[config.mk]
export PLATFORM = sky130hd
export DESIGN_NAME = writeback_stage
export DESIGN_NICKNAME = d
export VERILOG_FILES = /design/src/rtl/writeback_stage.sv
export SDC_FILE = /design/constraint.sdc
export NUM_CORES = 1
export LEC_CHECK = 0
export ABC_CLOCK_PERIOD_IN_PS = 1780
export BUFFER_PORTS_ARGS = -buffer_cell sky130_fd_sc_hd__buf_2
export CORE_MARGIN = 3
export CORE_UTILIZATION = 30
export DETAILED_ROUTE_END_ITERATION = 16
export GPL_TIMING_DRIVEN = 0
export PLACE_DENSITY = 0.59
export SLEW_MARGIN = 15
export SYNTH_ARGS = -nofsm -noshare
export SYNTH_HDL_FRONTEND = slang
export SYNTH_SLANG_ARGS = --single-unit
[constraint.sdc]
create_clock -name clock -period 1.78 [get_ports clock]
set_input_delay 0.089 -clock clock [delete_from_list [all_inputs] [get_ports clock]]
set_output_delay 0.089 -clock clock [all_outputs]
set_load 0.01 [all_outputs]
[src/rtl/writeback_stage.sv]
// Write-back stage: buffers completed EX/MEM results in a small in-order FIFO and
// drives the register bank write port, waiting on load returns and flagging decode hazards.
module writeback_stage #(
   parameter int DATA_W = 8,
   parameter int ADDR_W = 3,
   parameter int DEPTH  = 2
) (
   input  logic              clock,
   input  logic              reset_n,
   input  logic              in_valid,
   output logic              in_ready,
   input  logic [ADDR_W-1:0] in_rd,
   input  logic              in_reg_write,
   input  logic              in_mem_to_reg,
   input  logic [DATA_W-1:0] in_alu_result,
   input  logic              mem_valid,
   input  logic [DATA_W-1:0] mem_rdata,
   output logic              RegWrite,
   output logic [ADDR_W-1:0] EscReg,
   output logic [DATA_W-1:0] WriteData,
   input  logic [ADDR_W-1:0] hz_read1,
   input  logic [1:0]        hz_read2,
   output logic              hz_stall
);

   // state    | meaning
   // IDLE     | commit ALU heads directly; a load head moves to WAIT_MEM
   // WAIT_MEM | load head parked until mem_valid supplies its data
   typedef enum logic {IDLE, WAIT_MEM} state_t;

   // DEPTH must be a power of two >= 2 so pointer increments wrap naturally
   localparam int PTR_W = (DEPTH > 1) ? $clog2(DEPTH) : 1;
   localparam int CNT_W = PTR_W + 1;

   logic [ADDR_W-1:0] rd_q  [DEPTH];
   logic              rw_q  [DEPTH];
   logic              m2r_q [DEPTH];
   logic [DATA_W-1:0] alu_q [DEPTH];

   state_t            state;
   logic [PTR_W-1:0]  wr_ptr;
   logic [PTR_W-1:0]  rd_ptr;
   logic [CNT_W-1:0]  count;

   logic              full;
   logic              empty;
   logic              push;
   logic              pop;
   logic [ADDR_W-1:0] head_rd;
   logic              head_rw;
   logic              head_m2r;
   logic [DATA_W-1:0] head_alu;
   logic [ADDR_W-1:0] rd2_ext;
   logic [PTR_W-1:0]  hz_off;

   assign full     = (count == CNT_W'(DEPTH));
   assign empty    = (count == '0);
   assign in_ready = !full;
   assign push     = in_valid && !full;

   assign head_rd  = rd_q[rd_ptr];
   assign head_rw  = rw_q[rd_ptr];
   assign head_m2r = m2r_q[rd_ptr];
   assign head_alu = alu_q[rd_ptr];

   always_comb begin
      pop = 1'b0;
      case (state)
         IDLE:     pop = !empty && !head_m2r;
         WAIT_MEM: pop = mem_valid;
         default:  pop = 1'b0;
      endcase
   end

   always_ff @(posedge clock) begin
      if (push) begin
         rd_q[wr_ptr]  <= in_rd;
         rw_q[wr_ptr]  <= in_reg_write;
         m2r_q[wr_ptr] <= in_mem_to_reg;
         alu_q[wr_ptr] <= in_alu_result;
      end
   end

   always_ff @(posedge clock or negedge reset_n) begin
      if (!reset_n) begin
         state     <= IDLE;
         wr_ptr    <= '0;
         rd_ptr    <= '0;
         count     <= '0;
         RegWrite  <= 1'b0;
         EscReg    <= '0;
         WriteData <= '0;
      end else begin
         if (push) wr_ptr <= wr_ptr + PTR_W'(1);
         if (pop)  rd_ptr <= rd_ptr + PTR_W'(1);
         case ({push, pop})
            2'b10:   count <= count + CNT_W'(1);
            2'b01:   count <= count - CNT_W'(1);
            default: count <= count;
         endcase

         RegWrite <= 1'b0;
         case (state)
            IDLE: begin
               if (!empty) begin
                  if (head_m2r) begin
                     state <= WAIT_MEM;
                  end else begin
                     RegWrite  <= head_rw && (head_rd != '0);
                     EscReg    <= head_rd;
                     WriteData <= head_alu;
                  end
               end
            end
            WAIT_MEM: begin
               if (mem_valid) begin
                  RegWrite  <= head_rw && (head_rd != '0);
                  EscReg    <= head_rd;
                  WriteData <= mem_rdata;
                  state     <= IDLE;
               end
            end
            default: state <= IDLE;
         endcase
      end
   end

   assign rd2_ext = ADDR_W'(hz_read2);

   // The registered write counts as pending until the bank latches it next edge.
   always_comb begin
      hz_off   = '0;
      hz_stall = RegWrite && ((EscReg == hz_read1) || (EscReg == rd2_ext));
      for (int i = 0; i < DEPTH; i++) begin
         hz_off = PTR_W'(i) - rd_ptr;
         if ((CNT_W'(hz_off) < count) && rw_q[i] && (rd_q[i] != '0) &&
             ((rd_q[i] == hz_read1) || (rd_q[i] == rd2_ext)))
            hz_stall = 1'b1;
      end
   end

endmodule

==> results of run 1 <==
==> how the worst max path moves through the flow <==
stage,start,endpoint,slack (ns),depth (start not counted)
floorplan,rd_ptr$_DFFE_PN0P_,count[1]$_DFFE_PN0P_,-0.05,9
global placement,count[0]$_DFFE_PN0P_,alu_q[0][2]$_DFFE_PP_,-0.41,4
detailed placement,count[0]$_DFFE_PN0P_,rd_q[0][0]$_DFFE_PP_,-0.37,4
CTS,rd_ptr$_DFFE_PN0P_,count[1]$_DFFE_PN0P_,-0.09,9
global route,rd_q[1][1]$_DFFE_PP_,hz_stall,-0.03,5
finish,rd_q[1][1]$_DFFE_PP_,hz_stall,0.11,5
==> area by class of cell <==
type	instances	area [sq um]
Sequential cell	43	1207
Inverter	2	10.01
Clock inverter	3	43.79
Timing Repair Buffer	66	429.2
Clock buffer	5	68.82
Buffer	3	22.52
Multi-Input combinational cell	97	713.2
Fill cell	581	3472
Tap cell	75	93.84
==> cells in the mapped netlist <==
cell type   n
o21ai_0     2
a21o_1      1
o31a_1      1
nand2_1    13
nand2b_1    1
a31oi_1     1
clkbuf_1    3
inv_1       2
o211ai_1    1
ha_1        1
o21ai_1     5
o31a_4      1
xnor2_2     1
dfrtp_1    17
nor2_1     13
a21oi_1    10
and3_1      1
buf_6       3
mux2_4      1
o311ai_0    1
mux2i_1    12
o31ai_1     1
xor2_1     13
o21ai_2     6
nor3_1      5
xnor2_1     6
edfxtp_1   26
buf_2       1
==> metrics by stage <==
stage | util | cell area (sq um) | power (mW) | std cells | hold WS [ns]
6_report | 0.4271 | 2589 | 4.225 | 294 | 0.05021
5_1_grt | 0.4271 | 2589 | 4.535 | 294 | 0.07516
4_1_cts | 0.4265 | 2585 | 4.306 | 296 | 0.05269
3_5_place_dp | 0.3695 | 2240 | 3.340 | 267 | 0.03866
3_3_place_gp | 0.3695 | 2240 | 3.302 | 267 | 0.03720
2_1_floorplan | - | 1931 | 2.835 | 149 | -0.2066
==> power by group <==
group          internal (mW)  leakage [nW]  switching [mW]
sequential              1.42         0.448           0.262
clock                  0.418        0.0581           0.343
combinational          0.843         0.609           0.934
total                   2.69          1.12            1.54
==> cells by family (layout without fill, tap and decap cells) <==
group           after synthesis  after routing
compound gates               30             30
xor+xnor                     20             20
fa+ha+maj                     1              1
buf+inv                       9             79
flops                        43             43
mux                          13             13
simple gates                 33             33
==> state kept, by name (all words and copies together), names as in the netlist <==
name,cells
wr_ptr,1
RegWrite,1
EscReg,3
rd_ptr,1
rd_q,6
rw_q,2
alu_q,16
state,1
count,2
m2r_q,2
WriteData,8
==> routing by layer <==
layer  wire (um)  part of all wire  GRT usage
met4         116             0.029    0.05666
met2        1982              0.49     0.1927
met1        1722              0.42     0.1397
met5           0                 0          0
met3         233             0.057    0.03137
==> tightest hold or removal path, cell delays in order <==
cell     delay [ns]
buf_2          0.08
a21oi_1        0.06
o21ai_2        0.09
==> what timing repair did <==
item,4_1_cts,5_1_grt
buffers inserted,6,2
hold endpoints to repair,44,0
setup endpoints to repair,16,19
hold buffers,15,0
pin swaps,3,6
gates resized for setup,10,6
==> out/qor.yml, run 1 <==
critical_path:
  path_delay_family: "flip-flops"
  slowest_stage: "edfxtp_1"
  crit_buf_inv: 1
  critical_path_peak_fanout: 3
  r2r-start: "rd_ptr$_DFFE_PN0P_"
  crit_path_end_kind: "output pin"
  critPathRequiredTime_ns: 1.69
  max_stage_delay_ns: 0.43
  path_class: "register to output pin"
  ff2ff_path_depth: 7
  r2r-end: "count[1]$_DFFE_PN0P_"
  startpoint_type: "register"
  arrival_ns: 1.58
  r2r_slack_ns: 0.11
  path_cells: "xor2_1, nor3_1, a31oi_1, o311ai_1, buf_2"
finish:
  layout-drive-gt1-share: 0.3607
  n_antenna_cell: 0
  final_cell_mix: "buf_2 (43), edfxtp_1 (26), dfrtp_1 (16)"
  final_common_cell: "buf_2"
  areaGrowthSynthToFinish_pct: 34.09
  fin_nets: 249
detailed_routing:
  detail_route.wirelength_um: 4055
  via_per_inst: 4.486
  drtIter0Drc: 83
  wl_per_cell_um: 13.79
  drt_first_pass_iters: 4
  drc: 0
  vias: 1319
  postRouteAntennaNets: 0
synthesis:
  synth_top_cell_by_area: "edfxtp_1"
  ys_top_cells_by_area: "edfxtp_1 (40%), dfrtp_1 (22%), mux2i_1 (6.2%), xor2_1 (5.9%), o21ai_2 (2.7%)"
  seq_area_frac_synth: 0.6248
  synthSimpleGateAreaFrac: 0.06999
  syn_area_per_cell_sq_um: 12.96
  synth-compound-area-share: 0.1043
  syn_area_sq_um: 1931
  ys_types: 28
  synthMuxAreaShare: 0.06999
  yosys_warnings: 0
  syn-instance-count: 149
  ys_seq_elements: 43
  synth_top_family_by_area: "compound AO/OA/AOI/OAI gates"
  synth_top_area_share: 0.4044
  synth_xor_area_frac: 0.09462
  syn-num-nets: 180
  synthAdderAreaFrac: 0.006481
clock_network:
  clock_latency_ns: 0.30
  clk_path_buf_depth: 2
  htree_levels: 2
  clock-root-buffer: "clkbuf_8"
  numClockSinks: 43
  cts_tree: "built"
  numCtsBuffers: 5
  clkTransAtPathRegs_ns: 0.09
run_status:
  status: "finished clean"
floorplan:
  core_sq_um: 6061
  die_y_um: 86.22
  die_area_sq_um: 7434
  fp.dieW_um: 86.22
  ios: 44
  start_util: 0.3185
  rows: 28
timing:
  tns_ns: 0
  hold_viol: 0
  fin_crit_ns: 1.673
  slew_viol_final: 0
  worst_pin_slew_ns: 0.4987
  final.setup_skew_ns: 0.01568
  fmax_mhz: 597.9
  fin_crit_sh: 0.9396
  setup_violations: 0
  setup_slack_ns: 0.1074
  maxSlewHeadroom: 0.6675
worst_hold_path:
  min_to: "WriteData[7]$_DFFE_PN0P_"
  hold_start: "mem_rdata[7]"
  hold_depth: 3
  holdCritPathClass: "input pin to register"
pwr:
  leakagePower_nw: 1.115
  powerDensity_nw_per_um2: 1632
  peakVddDrop_uv: 636.2
placement:
  pre_cts_slack_ns: -0.3719
  port_buffers: 43
  hpwl_um: 2862
  gp_congestion: 0.8227
global_route:
  grt_pass1_wl_um: 6548
  grt.overflow.total: 0
  grt_max_degree: 18
  grt_pass1_vias: 1359
  antenna_found_initial: 0
  track_usage: 0.1162
flow_run:
  drv_cap: 0
No activity file was read; power rests on OpenSTA's default activity.
==> run 2, diff against run 1 <==
Settings changed: CORE_ASPECT_RATIO set to 1.25.
==> out/qor.yml, run 2 (synthesis results as in run 1) <==
run_status:
  status: "finished with violations"
  violations: "setup timing"
timing:
  hold_viol: 0  # unchanged
  worst_pin_slew_ns: 0.4284  # -0.07038 ns
  fin_crit_sh: 1.017  # +0.07779
  final.setup_skew_ns: 0.008024  # -0.007655 ns
  maxSlewHeadroom: 0.7144  # +0.04692
  rsz0062_at_grt: "yes"
  setup_violations: 1  # +1
  slew_viol_final: 0  # unchanged
  setup_slack_ns: -0.03103  # -0.1385 ns
  fin_crit_ns: 1.811  # +0.1385 ns
  tns_ns: -0.03103  # -0.03103 ns
  fmax_mhz: 552.2  # -7.6%
critical_path:
  critical_path_peak_fanout: 4  # +1
  startpoint: "rd_ptr$_DFFE_PN0P_"
  r2r-start: "rd_ptr$_DFFE_PN0P_"
  path_cells: "buf_6, mux2_4, o31a_4, buf_8, inv_4, ha_4, xnor2_2, nor2_2, xor2_1"
  crit_buf_inv: 3  # +2
  arrival_ns: 1.99  # +0.41 ns
  critPathRequiredTime_ns: 1.96  # +0.27 ns
  crit_path_end_kind: "register"
  path_delay_family: "flip-flops"
  startpoint_type: "register"
  max_stage_delay_ns: 0.38  # -0.05 ns
  slowest_stage: "dfrtp_1"
  path_class: "register to register"
finish:
  largest_registers: "alu_q: 16 flops, WriteData: 8 flops, rd_q: 6 flops"
  fin_nets: 253  # +1.6%
  final_common_cell: "buf_2"
  regArea_sq_um: 1206  # -0.10%
  layout-drive-gt1-share: 0.3587  # -0.001986
  stdcell_area_sq_um: 2636  # +1.8%
  regMostFlops: "alu_q"
  areaGrowthSynthToFinish_pct: 36.55
  largest_reg_flops: 16  # unchanged
  n_antenna_cell: 0  # unchanged
  fill_cells: 597  # +2.8%
  multiInputGateArea_sq_um: 703.2  # -1.4%
  final_cell_mix: "buf_2 (43), edfxtp_1 (26), dfrtp_1 (17)"
worst_hold_path:
  holdCritPathClass: "input pin to register"
  hold_start: "mem_rdata[2]"
placement:
  gp_congestion: 0.7526  # -8.5%
  hpwl_um: 2890  # +0.99%
  port_buffers: 43  # unchanged
  placed_area_sq_um: 2252  # +0.56%
floorplan:
  ios: 44  # unchanged
  fp.dieW_um: 77.75  # -9.8%
  core_sq_um: 6206  # +2.4%
  start_util: 0.3111  # -0.007450
  die_y_um: 95.69  # +11%
  die_area_sq_um: 7440  # about the same
  rows: 32  # +14%
flow_run:
  drv_cap: 0  # unchanged
clock_network:
  numClockSinks: 43  # unchanged
  numCtsBuffers: 5  # unchanged
  clock-root-buffer: "clkbuf_8"
  clk_path_buf_depth: 2  # unchanged
  htree_levels: 2  # unchanged
  clock_latency_ns: 0.29  # about the same
  clkTransAtPathRegs_ns: 0.09  # about the same
  cts_tree: "built"
global_route:
  grt_max_degree: 18  # unchanged
  grt.overflow.total: 0  # unchanged
  grt_pass1_vias: 1324  # -2.6%
  antenna_found_initial: 0  # unchanged
  track_usage: 0.1098  # -0.006372
  grt_pass1_wl_um: 6341  # -3.2%
detailed_routing:
  drc: 0  # unchanged
  vias: 1324  # +0.38%
  postRouteAntennaNets: 0  # unchanged
  detail_route.wirelength_um: 3895  # -3.9%
  wl_per_cell_um: 12.65  # -8.3%
  drt_first_pass_iters: 5  # +1
  via_per_inst: 4.299  # -4.2%
  drtIter0Drc: 39  # -53%
pwr:
  p_int_mw: 2.766  # +3.0%
  peakVddDrop_uv: 583.6  # -8.3%
  seq_power_share: 0.383  # -0.016
  combinationalPowerShare: 0.443  # +0.022
  p_sw_frac: 0.3540  # -0.01032
  leakagePower_nw: 1.128  # +1.1%
  powerDensity_nw_per_um2: 1624  # -0.46%
  p_clk_frac: 0.174  # -0.006
  power.switching_mw: 1.516  # -1.5%
[run 2: cell count changes in the layout (fill, tap and decap cells not counted), sizes merged]
cell	previous run	this run
buf	53	56
clkbuf	6	7
[run 2: repair_timing]
action	in CTS	in global routing
endpoints found under the hold margin	44	0
setup buffers	5	4
endpoints found under the setup margin	16	16
resized for setup	11	3
hold buffers	15	0
pin swaps	3	6
gates cloned	0	0
[run 2: cell type report]
| cell class | count | area share |
|---|---|---|
| Sequential cell | 43 | 0.4575 |
| Multi-Input combinational cell | 97 | 0.2667 |
| Timing Repair Buffer | 67 | 0.1690 |
| Tap cell | 85 | 0.04034 |
| Clock buffer | 5 | 0.02610 |
| Buffer | 6 | 0.01993 |
| Clock inverter | 3 | 0.01661 |
| Inverter | 2 | 0.003797 |
[run 2: power by group through the flow]
stage / sequential, mW / clock, mW / combinational, mW
after floorplan: 1.66 / 0 / 1.17
after global placement: 1.64 / 0 / 1.65
after detailed placement: 1.65 / 0 / 1.68
after CTS: 1.63 / 0.771 / 1.90
after global routing: 1.68 / 0.810 / 2.11
final: 1.64 / 0.747 / 1.90
[run 2: worst reg2reg max path: stages, from the launching register on]
cell and delay (ns):
dfrtp_1 0.38, buf_6 0.13, mux2_4 0.30, o31a_4 0.30
buf_8 0.13, inv_4 0.04, ha_4 0.12, xnor2_2 0.11
nor2_2 0.05, xor2_1 0.13
[run 2: path summary, 6_finish.rpt]
check	to	slack, ns	cells after the start
setup / recovery	count[1]$_DFFE_PN0P_	-0.03	9
min in group asynchronous	WriteData[4]$_DFFE_PN0P_	0.24	2
hold reg to reg	WriteData[5]$_DFFE_PN0P_	0.48	2
max in group asynchronous	RegWrite$_DFF_PN0_	1.25	2
hold / removal	WriteData[2]$_DFFE_PN0P_	0.06	3
setup reg to reg	count[1]$_DFFE_PN0P_	-0.03	9
[run 2: routing by layer]
| layer | up-vias | part of all wire | global-route usage |
|---|---|---|---|
| met1 | 624 | 0.43 | 0.1335 |
| met2 | 24 | 0.53 | 0.1886 |
| met5 | - | 0 | 0 |
| li1 | 672 | - | - |
| met4 | 0 | 0.013 | 0.04896 |
| met3 | 4 | 0.032 | 0.02247 |
[run 2: through the flow]
stage                 util  hold WS (ns)  cells  setup slack, ns  total power, mW
finish              0.4248       0.06369    308         -0.03103            4.282
global route        0.4248       0.07958    308         -0.07326            4.604
CTS                 0.4173       0.05850    305         -0.08377            4.298
detailed placement  0.3629       0.03941    277          -0.3980            3.324
global placement    0.3629       0.03739    277          -0.3756            3.284
floorplan                -       -0.2066    149         -0.05232            2.835
==> run 3, diff against run 2 <==
Settings changed: CORE_ASPECT_RATIO 1.25 to 1.75, GPL_TIMING_DRIVEN 0 to 1.
==> out/qor.yml, run 3 (synthesis results as in run 1) <==
placement:
  hpwl_um: 2727  # -5.7%
  dp.cells: 271  # -2.2%
  gp_congestion: 0.7391  # -1.8%
  port_buffers: 43  # unchanged
pwr:
  powerDensity_nw_per_um2: 1546  # -4.8%
  leakagePower_nw: 1.071  # -5.1%
  power_mw: 3.870  # -9.6%
  peakVddDrop_uv: 449.2  # -23%
clock_network:
  numClockSinks: 43  # unchanged
  numCtsBuffers: 5  # unchanged
  clk_path_buf_depth: 2  # unchanged
  clkTransAtPathRegs_ns: 0.09  # about the same
  htree_levels: 2  # unchanged
  clock-root-buffer: "clkbuf_8"
  clock_latency_ns: 0.29  # about the same
  cts_tree: "built"
worst_hold_path:
  holdCritPathClass: "input pin to register"
timing:
  tns_ns: 0  # +0.03103 ns
  fin_crit_ns: 1.683  # -0.1277 ns
  setup_violations: 0  # -1
  worst_pin_slew_ns: 0.3983  # -0.03003 ns
  fin_crit_sh: 0.9457  # -0.07174
  final.setup_skew_ns: 0.005598  # -0.002426 ns
  slew_viol_final: 0  # unchanged
  rsz0062_at_grt: "no"
  hold_viol: 0  # unchanged
  maxSlewHeadroom: 0.7344  # +0.02002
  fmax_mhz: 594.1  # +7.6%
detailed_routing:
  detail_route.wirelength_um: 3547  # -8.9%
  via_per_inst: 4.298  # about the same
  drt_first_pass_iters: 3  # -2
  postRouteAntennaNets: 0  # unchanged
  wl_per_cell_um: 12.02  # -4.9%
  drc: 0  # unchanged
  drtIter0Drc: 56  # +44%
  vias: 1268  # -4.2%
floorplan:
  rows: 38  # +19%
  die_area_sq_um: 7472  # +0.43%
  core_sq_um: 6228  # +0.36%
  ios: 44  # unchanged
  fp.dieW_um: 66.64  # -14%
  start_util: 0.3100  # -0.001125
  die_y_um: 112.1  # +17%
finish:
  regMostFlops: "alu_q"
  largest_registers: "alu_q: 16 flops, WriteData: 8 flops, rd_q: 6 flops"
  n_antenna_cell: 0  # unchanged
  fin_nets: 245  # -3.2%
  final_cell_mix: "buf_2 (43), edfxtp_1 (26), dfrtp_1 (17)"
  final_common_cell: "buf_2"
  areaGrowthSynthToFinish_pct: 29.68
  layout-drive-gt1-share: 0.3116  # -0.04712
  instances_no_fill: 295  # -4.2%
  largest_reg_flops: 16  # unchanged
  utilization: 0.4020  # -0.02283
global_route:
  grt_max_degree: 25  # +7
  antenna_found_initial: 0  # unchanged
  track_usage: 0.1031  # -0.006700
  grt.overflow.total: 0  # unchanged
  grt_pass1_vias: 1246  # -5.9%
  grt_pass1_wl_um: 5802  # -8.5%
critical_path:
  critical_path_peak_fanout: 14  # +10
  path_class: "register to output pin"
  arrival_ns: 1.59  # -0.40 ns
  crit_path_end_kind: "output pin"
  critPathRequiredTime_ns: 1.69  # -0.27 ns
  startpoint_type: "register"
flow_run:
  drv_cap: 0  # unchanged
run_status:
  status: "finished clean"
## run 3: worst paths after layout
kind	startpoint	to	slack [ns]	cells past startpoint
min reg2reg	WriteData[4]$_DFFE_PN0P_	WriteData[4]$_DFFE_PN0P_	0.48	2
min in group asynchronous	reset_n	WriteData[5]$_DFFE_PN0P_	0.25	2
max	rd_ptr$_DFFE_PN0P_	hz_stall	0.1	6
min	mem_rdata[4]	WriteData[4]$_DFFE_PN0P_	0.06	3
max reg2reg	rd_ptr$_DFFE_PN0P_	count[1]$_DFFE_PN0P_	0.12	6
max in group asynchronous	reset_n	WriteData[0]$_DFFE_PN0P_	1.24	2
## run 3: per-layer routing
| layer | vias up | part of all wire | global-route usage |
|---|---|---|---|
| met5 | - | 0 | 0 |
| met3 | 2 | 0.039 | 0.02503 |
| met1 | 584 | 0.38 | 0.1113 |
| li1 | 662 | - | - |
| met2 | 20 | 0.56 | 0.1784 |
| met4 | 0 | 0.016 | 0.05699 |
## run 3: timing repair
item	in CTS	in global routing
hold buffers	15	0
setup buffers	1	0
resized for setup	0	1
endpoints found under the hold margin	44	0
endpoints found under the setup margin	1	1
pin swaps	0	0
## run 3: area by class of cell
type	instances	area [sq um]
fill	620	3725
multi-input combinational	97	666.9
timing repair buffer	65	430.4
clock buffer	5	68.82
sequential	43	1206
tap	80	100.1
inverter	2	7.507
clock inverter	3	23.77
## run 3: critical path, stage by stage, from the launching register on
cell	delay, ns
dfrtp_1	0.39
buf_4	0.28
inv_1	0.11
a21o_1	0.17
o211ai_1	0.08
o311ai_1	0.12
buf_2	0.15
## run 3: power by group
group / total [mW] / switching, mW / internal, mW
Clock: 0.620 / 0.339 / 0.280
Combinational: 1.61 / 0.859 / 0.750
Sequential: 1.64 / 0.220 / 1.42
## run 3: through the flow
stage / cell area [sq um] / setup slack (ns) / hold WS [ns]
6_report: 2504 / 0.09667 / 0.05665
3_3_place_gp: 2253 / 0.1959 / 0.03704
2_1_floorplan: 1931 / -0.05232 / -0.2066
3_5_place_dp: 2253 / 0.1653 / 0.04490
4_1_cts: 2504 / 0.02805 / 0.04815
5_1_grt: 2504 / 0.004926 / 0.05713
